[src/rtl/mux2x1_4bits_rr.sv]
// Two-source round-robin merge onto one registered, tagged output channel.
// Per-source saturating accept counters are exposed for debug.
module mux2x1_4bits_rr #(
  parameter int WIDTH = 4,
  parameter int CNT_W = 8
) (
  input  logic             clk,
  input  logic             rst,
  input  logic [WIDTH-1:0] in0_data,
  input  logic             in0_valid,
  output logic             in0_ready,
  input  logic [WIDTH-1:0] in1_data,
  input  logic             in1_valid,
  output logic             in1_ready,
  output logic [WIDTH-1:0] out_data,
  output logic             out_sel,
  output logic             out_valid,
  input  logic             out_ready,
  output logic [CNT_W-1:0] cnt0,
  output logic [CNT_W-1:0] cnt1
);

  typedef enum logic {
    EMPTY = 1'b0,
    FULL  = 1'b1
  } state_t;

  state_t           r_state;
  logic [WIDTH-1:0] r_data;
  logic             r_sel;
  logic             r_last;
  logic [CNT_W-1:0] r_cnt0;
  logic [CNT_W-1:0] r_cnt1;

  logic w_space;
  logic w_gnt_vld;
  logic w_gnt;
  logic w_acc0;
  logic w_acc1;

  // Register can take a new word in the same cycle it drains.
  assign w_space = (r_state == EMPTY) || out_ready;

  always_comb begin
    w_gnt_vld = 1'b0;
    w_gnt     = 1'b0;
    case ({in1_valid, in0_valid})
      2'b01: begin
        w_gnt_vld = 1'b1;
        w_gnt     = 1'b0;
      end
      2'b10: begin
        w_gnt_vld = 1'b1;
        w_gnt     = 1'b1;
      end
      2'b11: begin
        w_gnt_vld = 1'b1;
        w_gnt     = ~r_last;
      end
      default: begin
        w_gnt_vld = 1'b0;
        w_gnt     = 1'b0;
      end
    endcase
  end

  assign w_acc0 = w_space && w_gnt_vld && !w_gnt;
  assign w_acc1 = w_space && w_gnt_vld && w_gnt;

  assign in0_ready = w_acc0;
  assign in1_ready = w_acc1;
  assign out_data  = r_data;
  assign out_sel   = r_sel;
  assign out_valid = (r_state == FULL);
  assign cnt0      = r_cnt0;
  assign cnt1      = r_cnt1;

  // r_last resets to 1 so the first tie goes to source 0.
  always_ff @(posedge clk or posedge rst) begin
    if (rst) begin
      r_state <= EMPTY;
      r_data  <= '0;
      r_sel   <= 1'b0;
      r_last  <= 1'b1;
      r_cnt0  <= '0;
      r_cnt1  <= '0;
    end else begin
      if (w_acc0 || w_acc1) begin
        r_state <= FULL;
        r_data  <= w_acc1 ? in1_data : in0_data;
        r_sel   <= w_acc1;
        r_last  <= w_acc1;
      end else if (out_ready) begin
        r_state <= EMPTY;
      end
      if (w_acc0 && (r_cnt0 != {CNT_W{1'b1}})) begin
        r_cnt0 <= r_cnt0 + 1'b1;
      end
      if (w_acc1 && (r_cnt1 != {CNT_W{1'b1}})) begin
        r_cnt1 <= r_cnt1 + 1'b1;
      end
    end
  end

endmodule
[config.mk]
export PLATFORM = sky130hd
export DESIGN_NAME = mux2x1_4bits_rr
export DESIGN_NICKNAME = d
export VERILOG_FILES = /design/src/rtl/mux2x1_4bits_rr.sv
export SDC_FILE = /design/constraint.sdc
export NUM_CORES = 1
export LEC_CHECK = 0
export CAP_MARGIN = 20
export CORE_MARGIN = 2
export CORE_UTILIZATION = 49
export DETAILED_ROUTE_END_ITERATION = 6
export PLACE_DENSITY = 0.81
export REMOVE_ABC_BUFFERS = 1
export SLEW_MARGIN = 20
export SYNTH_ARGS = -nofsm -noshare
export SYNTH_HDL_FRONTEND = slang
export SYNTH_SLANG_ARGS = --single-unit
[constraint.sdc]
create_clock -name clk -period 2.8 [get_ports clk]
set_input_delay 0.42 -clock clk [delete_from_list [all_inputs] [get_ports clk]]
set_output_delay 0.42 -clock clk [all_outputs]
set_load 0.005 [all_outputs]
Word level (Yosys, flattened, before mapping)
Cells that the tools add are included.

cells by class
  add/sub/neg operators = 2
  $mul = 0
  divide/modulo/power cells = 0
  $lt $le $gt $ge = 0
  equal/unequal tests = 5
  shift operators = 0
  muxes and demuxes = 5
  bitwise gates (word level) = 2
  reduce and logical (&&, ||, !) cells = 10

operator list
  cell                 count
  $add 8x1->8 const B  2
  $ne 8x8->1 const B   2
  $logic_and 1x1->1    5
  $eq 2x2->1 const B   2
  $mux 4               1
  $mux 1               3
  $reduce_or 3->1      1
  $eq 2x1->1 const B   1
  $logic_or 1x1->1     2
  $not 1->1            2
  $pmux 1 s2           1
  $reduce_bool 2->1    1
  $logic_not 1->1      1

word-level totals
  register bits = 23
  latch bits = 0
  bits in writable memories = 0
  bits in read-only memories = 0
  bits of input ports = 13
  output and inout port bits = 24
  logic and storage cells = 30
  memories = 0

Logic depth before layout (Yosys ltp)
Gate-level depths: netlist (run 1).

  depth in word-level cells = 7
  mapped depth = 5
  depth with buffers taken out = 5

Least setup slack after synthesis (run 1)
Ideal clock, no wire load.

  path kind = flip-flop to flip-flop
  from = register r_cnt0[0], in the netlist cnt0[0]
  to = register r_cnt0[1], in the netlist cnt0[1]
  setup time = 0.125 ns
  arrival time = 1.309 ns
  required time = 2.675 ns
  path slack = 1.366 ns
  stages on the path, launching flop included = 6
  buffers on the path = 0
  period minus slack after synthesis = 1.434 ns
  path through = dfrtp_1 > ha_1 > nand4_1 > nor2_2 > nor2_1 > mux2_4

on the way
  word-level cells in the longest chain between the ends = 2
  elaborated cells between the ends (all ways) = 3
  classes of those cells = add/sub (1); eq/ne (1); reduce/logical (1)

ends and longest elaborated chain
  item                                                                 RTL line  text
  from (decl)                                                          32        logic [CNT_W-1:0] r_cnt0;
  from (signal assigned)                                               97        r_cnt0 <= r_cnt0 + 1'b1;
  parallel branches: the longest is 2 deep, another holds $add 8x1->8  -

Several ways; the timed one is not identified.
A chain may end at the register's enable or synchronous reset.

Worst setup path after layout (run 1)
  from = input in0_valid
  to = output in1_ready

on the way
  word-level cells in the longest chain between the ends = 5
  elaborated cells between the ends (all ways) = 8
  classes of those cells = eq/ne (3); mux (2); reduce/logical (3)

ends and longest elaborated chain
  item                                             RTL line  text
  from (decl)                                      10        input logic in0_valid,
  $eq 2x2->1 / $eq 2x1->1 (equally long branches)  47        case ({in1_valid, in0_valid})
  $reduce_or 3->1 (no source line)                 -
  $mux 1                                           47
  $logic_and 1x1->1                                68        assign w_acc1 = w_space && w_gnt_vld && w_gnt;
  $logic_and 1x1->1 (*)                            68
  to (decl)                                        14        output logic in1_ready,

Mark *: on every way between the ends. The rest lies on a longest branch, timed or not.

==> summary.md, run 1 <==
| Metric | Value |
|---|---|
| CP Data Required Time | 2.38 ns |
| I/O pin count | 37 |
| Crit path time final | 2.34 ns |
| Sum of negative setup slack | 0 ns |
| Global-route total usage across every layer | 0.196 |
| Clock Skew | 0.00190 ns |
| Post-Synthesis Cells | 109 |
| Sinks on Clock Net | 23 |
| Mapped Area | 0.00116 mm^2 |
| Number of synthesized flops with an enable pin | 0 |
| Post-detailed-route wirelength per cell | 14.0 um |
| Ratio of routed vias to standard cells | 5.45 |
| Later-pin clock latency in the skew report | 0.30 ns |
| Clock-pin slew reported for the worst setup and hold paths after clock tree synthesis | 0.12 ns |
| Wire length of the first global-routing pass | 3990 um |
| Critical path type | in -> out |
| Proportion of synthesized flip-flops having asynchronous set or reset | 1.00 |
| Layout Nets | around 160 |
| Final setup fails | 0 |
| Effective utilization at floorplan | 0.520 |
| Number of buffers created by CTS | 3 |
| Final weighted congestion of routability-driven global placement | 0.817 |
| Number of antenna violations at the first check in global routing | 0 |
| Final Slew Violations | 0 |
| WHS | 0.494 ns |
| Total wirelength of the detailed-routed design | 2460 um |
| Total inserted antenna cells | 0 |
| Predominant post-synthesis flop cell | sky130_fd_sc_hd__dfrtp_1 |
| F_max | 0.428 GHz |
| Post-synthesis average cell area | 10.7 um^2 |
| Vias in the first global route | 901 |
| Largest cells by area after synthesis | sky130_fd_sc_hd__dfrtp_1, sky130_fd_sc_hd__nand2_1, sky130_fd_sc_hd__a21oi_1 |
| Count of unresolved DRC violations after routing | 0 |
| Row count | 17 |
| Startpoint class of the critical path | primary input |
| Number of search-and-repair iterations in the first detailed-routing pass | 4 |
| Run status | complete, no violations |
| Portion of the clock cycle consumed by the worst path in the final layout | 0.835 |
| Die Footprint | ~0.0028 mm^2 |
| Yosys top cell by area | sky130_fd_sc_hd__dfrtp_1 |
| Root buf cell | sky130_fd_sc_hd__clkbuf_4 |
| Worst slew pin tran | 0.866 ns |
| Number of unique standard cell types used by synthesis | 35 |
| Buffers from clock root to sink, at most | 2 |
| Max Cap Violations | 0 |
| Placed wire-length estimate | 1890 um |
| Number of hold violations in the final report | 0 |
| Crit end category | output pin |
| Floorplan core area | 0.00223 mm^2 |
| Hold-fix buffers, CTS | 0 |
| Total power per unit cell area | 745 mW/mm^2 |
| Leak | roughly 0.7 nW |
| Library cell with the highest instance count after synthesis | sky130_fd_sc_hd__dfrtp_1 |
| Overall via count from detail_route | 960 |
| Setup repair after global routing missed its margin | false |
| Largest fanout of any net on the critical path | 13 |
| Post-CTS setup repair buffer count | 0 |
| IR Drop Worst-Case VDD | 0.580 mV |
| Number of cells upsized or downsized after cts | 0 |
| Synth warn | 0 |
| Commonest cells in the synthesized netlist | sky130_fd_sc_hd__dfrtp_1, sky130_fd_sc_hd__nand2_1, sky130_fd_sc_hd__nor2_1, sky130_fd_sc_hd__a21oi_1, sky130_fd_sc_hd__o21ai_0 |
| Slew headroom | 0.422 |
| 1st-iter DRT viols | 20 |
| Number of H-tree levels | 1 |
| Number of buffers inserted by port buffering | 36 |
| Post-synth top area share | 0.474 |
| Vertical die dimension | 52.7 um |
| CTS tree | done |
| Internal reg-to-reg setup slack | 1.17 ns |
| Post-synthesis to final-layout area growth | 35.5% |
| Post-synthesis sequential element count | 23 |
| Sequential fraction of the synthesis area | 0.497 |
| Horizontal die dimension | 52.7 um |
| Number of nets with antenna violations after detailed routing | 0 |
| Maximum number of pins on one net before global-route repair | 24 |
| Remaining global-route overflow | 0 |
| Arrival time at the worst endpoint | 1.92 ns |
| Fraction of layout instances using a drive strength above 1 | 0.128 |
| Final cell utilization of the core | 0.704 |
| HP Class | reg -> reg |
==> area by class of cell <==
class | count | area, um^2
timing repair buffer | 36 | 360
fill | 174 | 661
multi-input combinational | 80 | 552
clock buffer | 3 | 22.5
clock inverter | 1 | 5.00
tap | 28 | 35.0
inverter | 5 | 21.3
sequential | 23 | 577
==> power by group <==
part	internal [mW]	total, mW	leakage, nW	switching (mW)
registers	0.433	0.567	0.279	0.134
logic	0.291	0.453	0.391	0.162
clock network	0.0533	0.152	0.0177	0.0986
total	0.777	1.17	0.688	0.394
==> layout by cell type (no fill, tap or decap) <==
cell	instances
sky130_fd_sc_hd__clkdlybuf4s50_1	36
sky130_fd_sc_hd__dfrtp_1	22
sky130_fd_sc_hd__nand2_1	11
sky130_fd_sc_hd__nor2_1	9
sky130_fd_sc_hd__a21oi_1	8
sky130_fd_sc_hd__o21ai_0	6
sky130_fd_sc_hd__nand3_1	4
sky130_fd_sc_hd__nand4_1	4
sky130_fd_sc_hd__xor2_1	4
sky130_fd_sc_hd__inv_1	4
sky130_fd_sc_hd__xnor2_1	4
sky130_fd_sc_hd__clkbuf_4	3
sky130_fd_sc_hd__nand2b_2	2
sky130_fd_sc_hd__a21o_1	2
sky130_fd_sc_hd__nor3_1	2
sky130_fd_sc_hd__nand4_2	2
sky130_fd_sc_hd__mux2_4	2
sky130_fd_sc_hd__mux2_1	2
sky130_fd_sc_hd__nor3_2	2
sky130_fd_sc_hd__ha_1	2
sky130_fd_sc_hd__and3_4	1
sky130_fd_sc_hd__o21a_1	1
sky130_fd_sc_hd__nand3_4	1
sky130_fd_sc_hd__inv_4	1
sky130_fd_sc_hd__nor2_2	1
sky130_fd_sc_hd__or2_1	1
sky130_fd_sc_hd__nor2b_1	1
sky130_fd_sc_hd__a31oi_1	1
sky130_fd_sc_hd__o2111ai_2	1
sky130_fd_sc_hd__mux2_2	1
sky130_fd_sc_hd__and4_1	1
sky130_fd_sc_hd__mux2i_1	1
sky130_fd_sc_hd__nor3b_1	1
sky130_fd_sc_hd__and3_1	1
sky130_fd_sc_hd__nand2b_1	1
sky130_fd_sc_hd__clkinv_2	1
sky130_fd_sc_hd__dfstp_2	1
==> metrics by stage <==
stage / worst slack [ns] / instances / power, mW / instance area [um^2]
finish: 0.461 / 176 / 1.17 / 1570
CTS: 0.461 / 176 / 1.18 / 1570
global placement: 0.496 / 172 / 1.01 / 1550
global route: 0.417 / 176 / 1.25 / 1570
floorplan: 1.37 / 108 / 0.753 / 1150
detailed placement: 0.465 / 172 / 1.03 / 1550
==> layer usage <==
metal / GRT usage / wire [um]
met2: 0.354 / 1230
met4: 0.0513 / 27
met5: 0 / 0
met1: 0.242 / 1080
met3: 0.0257 / 124
==> registers in the layout, indices dropped and copies added, names as in the netlist <==
register   count
out_valid      1
r_last         1
cnt0           8
out_sel        1
out_data       4
cnt1           8
==> worst max-delay path, stage by stage <==
cell	delay (ns)
sky130_fd_sc_hd__clkdlybuf4s50_1	0.52
sky130_fd_sc_hd__nand2_1	0.16
sky130_fd_sc_hd__and3_4	0.29
sky130_fd_sc_hd__clkdlybuf4s50_1	0.52
==> worst paths after layout <==
check                                    start                  end  cells after the start
max in group asynchronous                  rst  cnt0[0]$_DFFE_PP0P_                      2
setup / recovery                     in0_valid            in1_ready                      4
hold / removal             out_sel$_DFFE_PP0P_  out_sel$_DFFE_PP0P_                      1
min in group asynchronous                  rst  cnt1[0]$_DFFE_PP0P_                      2
hold reg to reg            out_sel$_DFFE_PP0P_  out_sel$_DFFE_PP0P_                      1
setup reg to reg           cnt1[0]$_DFFE_PP0P_  cnt1[1]$_DFFE_PP0P_                      4
==> cell families (layout without fill, tap and decap cells) <==
kind of cell,count (synthesis),count (layout),share of synthesized area
flops,23,23,0.497
fa+ha+maj,2,2,0.0215
xor+xnor,8,8,0.0603
buf+inv,6,45,0.0280
simple gates,45,45,0.232
compound gates,19,19,0.0981
mux,6,6,0.0636
Power figures use the tool's default switching activity.
==> inputs of run 2 (changes only) <==
Settings changed: CORE_UTILIZATION 49 to 45, PLACE_DENSITY 0.81 to 0.75.
Clock period 2.8 ns to 2.3 ns, I/O delays scaled along.
==> run 2 against run 1 <==
Sequential cell count did not move. Critical endpoint unchanged. Sequential power rose by 21%. Cell count rose by 2.3%. Clock skew rose by 0.0018 ns. Largest power group unchanged. Utilization fell by 5.7 points. Highest routed layer unchanged. Power rose by 22%.
==> summary.md, run 2 (synthesis gave the netlist of run 1 again) <==
| Metric | Value |
|---|---|
| Run status | complete, no violations (unchanged) |
| Global routing met3 resource utilization | 0.0328 (was 0.0257) |
| Post-synthesis to final-layout area growth | 36.9% (was 35.5%) |
| Later-pin clock latency in the skew report | 0.30 ns (about the same) |
| Number of antenna violations at the first check in global routing | 0 (unchanged) |
| Number of hold violations in the final report | 0 (unchanged) |
| F_max | 0.458 GHz |
| Number of buffers created by CTS | 3 (unchanged) |
| Arrival time at the worst endpoint | 1.84 ns (was 1.92 ns) |
| Remaining global-route overflow | 0 (unchanged) |
| Destination of the worst register-to-register timing path | cnt1[1]$_DFFE_PP0P_ (unchanged) |
| Floorplan core area | 0.00245 mm^2 (was 0.00223 mm^2) |
| Critical Path Max Stage Delay | 0.53 ns (was 0.52 ns) |
| Hold-fix buffers, CTS | 0 (unchanged) |
| Area used by multi-input combinational logic | 552 um^2 (unchanged) |
| Horizontal die dimension | 54.8 um (was 52.7 um) |
| Sw Pwr | 0.476 mW (was 0.394 mW) |
| Clock Skew | 0.00371 ns (was 0.00190 ns) |
| Total power per unit cell area | 899 mW/mm^2 (was 745 mW/mm^2) |
| Largest fanout of any net on the critical path | 13 (unchanged) |
| Leak | 0.695 nW (was 0.688 nW) |
| CTS tree | done (unchanged) |
| Vias in the first global route | 997 (was 901) |
| Area used by sequential logic in the layout | 577 um^2 (unchanged) |
| Maximum number of pins on one net before global-route repair | 24 (unchanged) |
| Worst slew pin tran | 0.298 ns (was 0.866 ns) |
| Combinational fraction of design power | 0.392 (was 0.386) |
| Count of unresolved DRC violations after routing | 0 (unchanged) |
| Max Cap Violations | 0 (unchanged) |
| Sinks on Clock Net | 23 (unchanged) |
| Busiest metal layer after global routing | met2 (unchanged) |
| Total inserted antenna cells | 0 (unchanged) |
| Global-route total usage across every layer | 0.194 (was 0.196) |
| Depth of the worst register-to-register path | 4 (unchanged) |
| Portion of the clock cycle consumed by the worst path in the final layout | 0.950 |
| Number of nets with antenna violations after detailed routing | 0 (unchanged) |
| Die Footprint | 0.00300 mm^2 (was 0.00278 mm^2) |
| Overall via count from detail_route | 954 (was 960) |
| Number of cells upsized or downsized after cts | 0 (unchanged) |
| Clock network power share | 0.127 (was 0.130) |
| Combined buffer and inverter count along the critical path | 2 (unchanged) |
| Post-CTS setup repair buffer count | 0 (unchanged) |
| Root buf cell | sky130_fd_sc_hd__clkbuf_4 (unchanged) |
| Cell family with most CP delay | buffers and inverters (unchanged) |
| Layout Nets | 166 (was 164) |
| Most common cell after layout, fill and taps aside | sky130_fd_sc_hd__clkdlybuf4s50_1 (unchanged) |
| Met2 GRT Util | 0.347 (was 0.354) |
| CP Data Required Time | 1.96 ns (was 2.38 ns) |
| Internal reg-to-reg setup slack | 0.68 ns (was 1.17 ns) |
| Setup repair after global routing missed its margin | false (unchanged) |
| I/O pin count | 37 (unchanged) |
| Post-detailed-route wirelength per cell | 13.7 um (was 14.0 um) |
| Highest-count cells in the layout ignoring fill and taps | sky130_fd_sc_hd__clkdlybuf4s50_1, sky130_fd_sc_hd__dfrtp_1, sky130_fd_sc_hd__nand2_1, sky130_fd_sc_hd__nor2_1, sky130_fd_sc_hd__a21oi_1 (unchanged) |
| Max stage delay cell, worst path | sky130_fd_sc_hd__clkdlybuf4s50_1 (unchanged) |
| Sw frac | 0.333 (was 0.337) |
| Relative contribution of sequential cells to total power | 0.482 (was 0.484) |
| Clock-pin slew reported for the worst setup and hold paths after clock tree synthesis | 0.12 ns (about the same) |
| 1st-iter DRT viols | 17 (was 20) |
| Vertical die dimension | 54.8 um (was 52.7 um) |
| Crit end category | output pin (unchanged) |
| Number of search-and-repair iterations in the first detailed-routing pass | 4 (unchanged) |
| Crit path time final | 2.18 ns |
| Final Slew Violations | 0 (unchanged) |
| Wire length of the first global-routing pass | 4150 um (was 3990 um) |
| Slew headroom | 0.801 (was 0.422) |
| Ratio of routed vias to standard cells | 5.30 (was 5.45) |
| Fraction of layout instances using a drive strength above 1 | 0.133 (was 0.128) |
| Setup ws final | 0.116 ns (was 0.461 ns) |
| Sum of negative setup slack | 0 ns (unchanged) |
| Final setup fails | 0 (unchanged) |
| Number of buffers inserted by port buffering | 36 (unchanged) |
| Crit-path cells | clkdlybuf4s50_1 > nand2_1 > and3_4 > clkdlybuf4s50_1 (unchanged) |
| Internal power | 0.953 mW (was 0.777 mW) |
| Placed wire-length estimate | 1890 um (about the same) |
| IR Drop Worst-Case VDD | 0.689 mV (was 0.580 mV) |
| HP Class | in -> async (was reg -> reg) |
| Final cell utilization of the core | 0.647 (was 0.704) |
| Final weighted congestion of routability-driven global placement | 0.795 (was 0.817) |
| Cell occurring most often along the worst timing path | sky130_fd_sc_hd__clkdlybuf4s50_1 (unchanged) |
| Row count | 18 (was 17) |
| Reg2Reg Launch Point | cnt1[0]$_DFFE_PP0P_ (unchanged) |
| Routing usage on met1 | 0.225 (was 0.242) |
| Number of H-tree levels | 1 (unchanged) |
| Startpoint class of the critical path | primary input (unchanged) |
| Effective utilization at floorplan | 0.473 (was 0.520) |
| Critical path type | in -> out (unchanged) |
| Buffers from clock root to sink, at most | 2 (unchanged) |
| Worst-case setup slack after placement | 0.118 ns (was 0.465 ns) |
| Final-layout fill cell count | 206 (was 174) |
| Total wirelength of the detailed-routed design | 2470 um (was 2460 um) |
==> run 2: cell types whose count changed in the layout (fill, tap and decap cells not counted) <==
| cell | delta |
|---|---|
| sky130_fd_sc_hd__buf_4 | +2 |
| sky130_fd_sc_hd__clkinv_2 | -1 |
| sky130_fd_sc_hd__clkbuf_1 | +1 |
==> run 2: worst max-delay path by stage <==
stage | start | endpoint | slack [ns] | depth (start not counted)
6_report | in0_valid | in1_ready | 0.12 | 4
5_1_grt | in0_valid | in1_ready | 0.04 | 4
4_1_cts | in0_valid | in1_ready | 0.11 | 4
3_5_place_dp | in0_valid | in1_ready | 0.12 | 4
3_3_place_gp | in0_valid | in1_ready | 0.16 | 4
2_1_floorplan | cnt0[0]$_DFFE_PP0P_ | cnt0[1]$_DFFE_PP0P_ | 0.87 | 5
==> run 2: worst min-delay path, stage by stage <==
cell and delay (ns):
sky130_fd_sc_hd__clkdlybuf4s50_1 0.40, sky130_fd_sc_hd__inv_1 0.05, sky130_fd_sc_hd__buf_4 0.29
==> run 2: through the flow <==
step	cells	instance area, um^2	power (mW)	hold slack, ns
after floorplan	108	1150	0.916	0.346
after global placement	176	1560	1.23	0.469
after detailed placement	176	1560	1.26	0.475
after CTS	180	1590	1.45	0.367
after global routing	180	1590	1.54	0.398
final	180	1590	1.43	0.370
==> run 2: power groups by stage <==
stage	sequential, mW	combinational, mW	clock (mW)
after floorplan	0.680	0.236	0
after global placement	0.687	0.546	0
after detailed placement	0.693	0.566	0
after CTS	0.688	0.569	0.193
after global routing	0.710	0.624	0.207
final	0.688	0.559	0.181
==> run 2: final cells by class <==
| class | instances | share of cell area |
|---|---|---|
| Clock buffer | 4 | 0.0165 |
| Inverter | 5 | 0.0134 |
| Multi-Input combinational cell | 80 | 0.347 |
| Sequential cell | 23 | 0.363 |
| Tap cell | 30 | 0.0236 |
| Timing Repair Buffer | 38 | 0.236 |
==> run 2: metal layers <==
metal / share of wire / up-vias
met5: 0 / -
li1: - / 464
met1: 0.43 / 461
met4: 0.0077 / 0
met2: 0.52 / 27
met3: 0.037 / 2
==> inputs of run 3 (changes only) <==
Settings changed: CAP_MARGIN 20 to not set, CORE_MARGIN 2 to not set.
==> run 3 against run 2 <==
Clock power is essentially flat. Via count grew 1.5%. Worst setup slack better by 0.059 ns. First-iteration DRC count increased by 18%. Wire length down 1.5%. Maximum frequency rose by 2.8%. Combinational power about the same. Sequential share of layout area decreased by 0.20 points. Hold slack barely moved. Global-route usage is 1.6 points higher. Largest cell class unchanged.
==> summary.md, run 3 (synthesis gave the netlist of run 1 again) <==
| Metric | Value |
|---|---|
| Run status | complete, no violations (unchanged) |
| Path length in cells of the critical path | 5 (was 4) |
| Capturing instance or port of the critical path | in0_ready (was in1_ready) |
| Largest fanout of any net on the critical path | 8 (was 13) |
| Post-synthesis to final-layout area growth | 37.6% (was 36.9%) |
| Placed wire-length estimate | 1870 um (was 1890 um) |
| Final Slew Violations | 0 (unchanged) |
| HP Class | in -> async (unchanged) |
| Max Cap Violations | 0 (unchanged) |
| Post-detailed-route wirelength per cell | 13.5 um (was 13.7 um) |
| Later-pin clock latency in the skew report | 0.30 ns (about the same) |
| 1st-iter DRT viols | 20 (was 17) |
| Wire length of the first global-routing pass | 4170 um (was 4150 um) |
| Worst slew pin tran | 0.296 ns (was 0.298 ns) |
| Critical path type | in -> out (unchanged) |
| Final setup fails | 0 (unchanged) |
| Max stage delay cell, worst path | sky130_fd_sc_hd__clkdlybuf4s50_1 (unchanged) |
| Sum of negative setup slack | 0 ns (unchanged) |
| Die Footprint | 0.00279 mm^2 (was 0.00300 mm^2) |
| Number of cells upsized or downsized after cts | 0 (unchanged) |
| Number of buffers created by CTS | 3 (unchanged) |
| Number of antenna violations at the first check in global routing | 0 (unchanged) |
| Crit path time final | 2.13 ns (was 2.18 ns) |
| Cell occurring most often along the worst timing path | sky130_fd_sc_hd__clkdlybuf4s50_1 (unchanged) |
| Root buf cell | sky130_fd_sc_hd__clkbuf_4 (unchanged) |
| Startpoint class of the critical path | primary input (unchanged) |
| Reg2Reg Launch Point | cnt1[1]$_DFFE_PP0P_ (was cnt1[0]$_DFFE_PP0P_) |
| Arrival time at the worst endpoint | 1.78 ns (was 1.84 ns) |
| CP Data Required Time | 1.96 ns (about the same) |
| Crit-path cells | clkdlybuf4s50_1 > nand2b_2 > nand3_4 > inv_4 > clkdlybuf4s50_1 (was clkdlybuf4s50_1 > nand2_1 > and3_4 > clkdlybuf4s50_1) |
| Vertical die dimension | 52.8 um (was 54.8 um) |
| Buffers from clock root to sink, at most | 2 (unchanged) |
| Number of H-tree levels | 1 (unchanged) |
| Cell family with most CP delay | buffers and inverters (unchanged) |
| Total power per unit cell area | 894 mW/mm^2 (was 899 mW/mm^2) |
| F_max | 0.470 GHz (was 0.458 GHz) |
| Clock Skew | 0.00467 ns (was 0.00371 ns) |
| Number of search-and-repair iterations in the first detailed-routing pass | 4 (unchanged) |
| Count of unresolved DRC violations after routing | 0 (unchanged) |
| Final cell utilization of the core | 0.651 (was 0.647) |
| Ratio of routed vias to standard cells | 5.35 (was 5.30) |
| CTS tree | done (unchanged) |
| Leak | 0.703 nW (was 0.695 nW) |
| I/O pin count | 37 (unchanged) |
| Floorplan core area | 0.00245 mm^2 (unchanged) |
| Maximum number of pins on one net before global-route repair | 24 (unchanged) |
| Overall via count from detail_route | 968 (was 954) |
| Sinks on Clock Net | 23 (unchanged) |
| Effective utilization at floorplan | 0.473 (unchanged) |
| Crit. Startpoint | in1_valid (was in0_valid) |
| Post-CTS setup repair buffer count | 0 (unchanged) |
| Critical Path Max Stage Delay | 0.53 ns (about the same) |
| Number of buffers inserted by port buffering | 36 (unchanged) |
| Global-route total usage across every layer | 0.210 (was 0.194) |
| WHS | 0.369 ns (was 0.370 ns) |
| Depth of the worst register-to-register path | 4 (unchanged) |
| Number of nets with antenna violations after detailed routing | 0 (unchanged) |
| Combined buffer and inverter count along the critical path | 3 (was 2) |
| Total wirelength of the detailed-routed design | 2440 um (was 2470 um) |
| Internal reg-to-reg setup slack | 0.67 ns (was 0.68 ns) |
| Total inserted antenna cells | 0 (unchanged) |
| Clock-pin slew reported for the worst setup and hold paths after clock tree synthesis | 0.12 ns (about the same) |
| Horizontal die dimension | 52.8 um (was 54.8 um) |
| Number of hold violations in the final report | 0 (unchanged) |
| Destination of the worst register-to-register timing path | cnt1[1]$_DFFE_PP0P_ (unchanged) |
| Final Total Pwr | 1.43 mW (about the same) |
| Final weighted congestion of routability-driven global placement | 0.790 (was 0.795) |
| Layout Nets | 167 (was 166) |
| Remaining global-route overflow | 0 (unchanged) |
| Crit end category | output pin (unchanged) |
| Slew headroom | 0.801 (about the same) |
| Portion of the clock cycle consumed by the worst path in the final layout | 0.924 (was 0.950) |
| Highest-count cells in the layout ignoring fill and taps | sky130_fd_sc_hd__clkdlybuf4s50_1, sky130_fd_sc_hd__dfrtp_1, sky130_fd_sc_hd__nand2_1, sky130_fd_sc_hd__nor2_1, sky130_fd_sc_hd__a21oi_1 (unchanged) |
| Placed inst area | 0.00157 mm^2 (was 0.00156 mm^2) |
| Row count | 18 (unchanged) |
| Setup repair after global routing missed its margin | false (unchanged) |
| IR Drop Worst-Case VDD | 0.691 mV (was 0.689 mV) |
| Post-route standard cell area excluding fillers | 0.00160 mm^2 (was 0.00159 mm^2) |
| Hold-fix buffers, CTS | 0 (unchanged) |
| Fraction of layout instances using a drive strength above 1 | 0.146 (was 0.133) |
| Vias in the first global route | 938 (was 997) |
| Most common cell after layout, fill and taps aside | sky130_fd_sc_hd__clkdlybuf4s50_1 (unchanged) |
-- run 3: layout make-up --
class | count | area (um^2)
Sequential cell | 23 | 577
Multi-Input combinational cell | 80 | 552
Clock inverter | 1 | 5.00
Clock buffer | 3 | 22.5
Timing Repair Buffer | 39 | 383
Inverter | 5 | 21.3
Tap cell | 30 | 37.5
Fill cell | 209 | 857
-- run 3: report_power, final --
| part | leakage (nW) | total [mW] | switching [mW] | internal (mW) |
|---|---|---|---|---|
| Clock | 0.0177 | 0.180 | 0.115 | 0.0647 |
| Combinational | 0.406 | 0.559 | 0.200 | 0.359 |
| Sequential | 0.279 | 0.689 | 0.162 | 0.528 |
| Total | 0.703 | 1.43 | 0.476 | 0.952 |
-- run 3: how the worst min path moves through the flow --
stage / start / end / slack (ns) / cells past startpoint
after floorplan: rst / cnt0[0]$_DFFE_PP0P_ / 0.35 / 1
after global placement: out_sel$_DFFE_PP0P_ / out_sel$_DFFE_PP0P_ / 0.46 / 1
after detailed placement: out_sel$_DFFE_PP0P_ / out_sel$_DFFE_PP0P_ / 0.47 / 1
after CTS: rst / cnt1[6]$_DFFE_PP0P_ / 0.37 / 3
after global routing: rst / out_valid$_DFFE_PP0P_ / 0.40 / 3
final: rst / cnt1[5]$_DFFE_PP0P_ / 0.37 / 3
-- run 3: worst register-to-register path, delay by kind of cell (launching register included) --
kind	cells	cell delay (ns)
simple gates	1	0.16
compound gates	1	0.31
mux	1	0.38
fa+ha+maj	1	0.23
flops	1	0.45
-- run 3: per-stage QoR --
step           worst slack [ns]  instances
3_5_place_dp              0.165        177
4_1_cts                   0.152        181
3_3_place_gp              0.200        177
5_1_grt                  0.0864        181
2_1_floorplan             0.866        108
6_report                  0.174        181
-- run 3: per-layer routing --
metal,up-vias,GRT usage,share of wire
li1,468,-,-
met1,460,0.267,0.43
met2,32,0.335,0.49
met3,8,0.0348,0.046
met4,0,0.118,0.034
met5,-,0,0
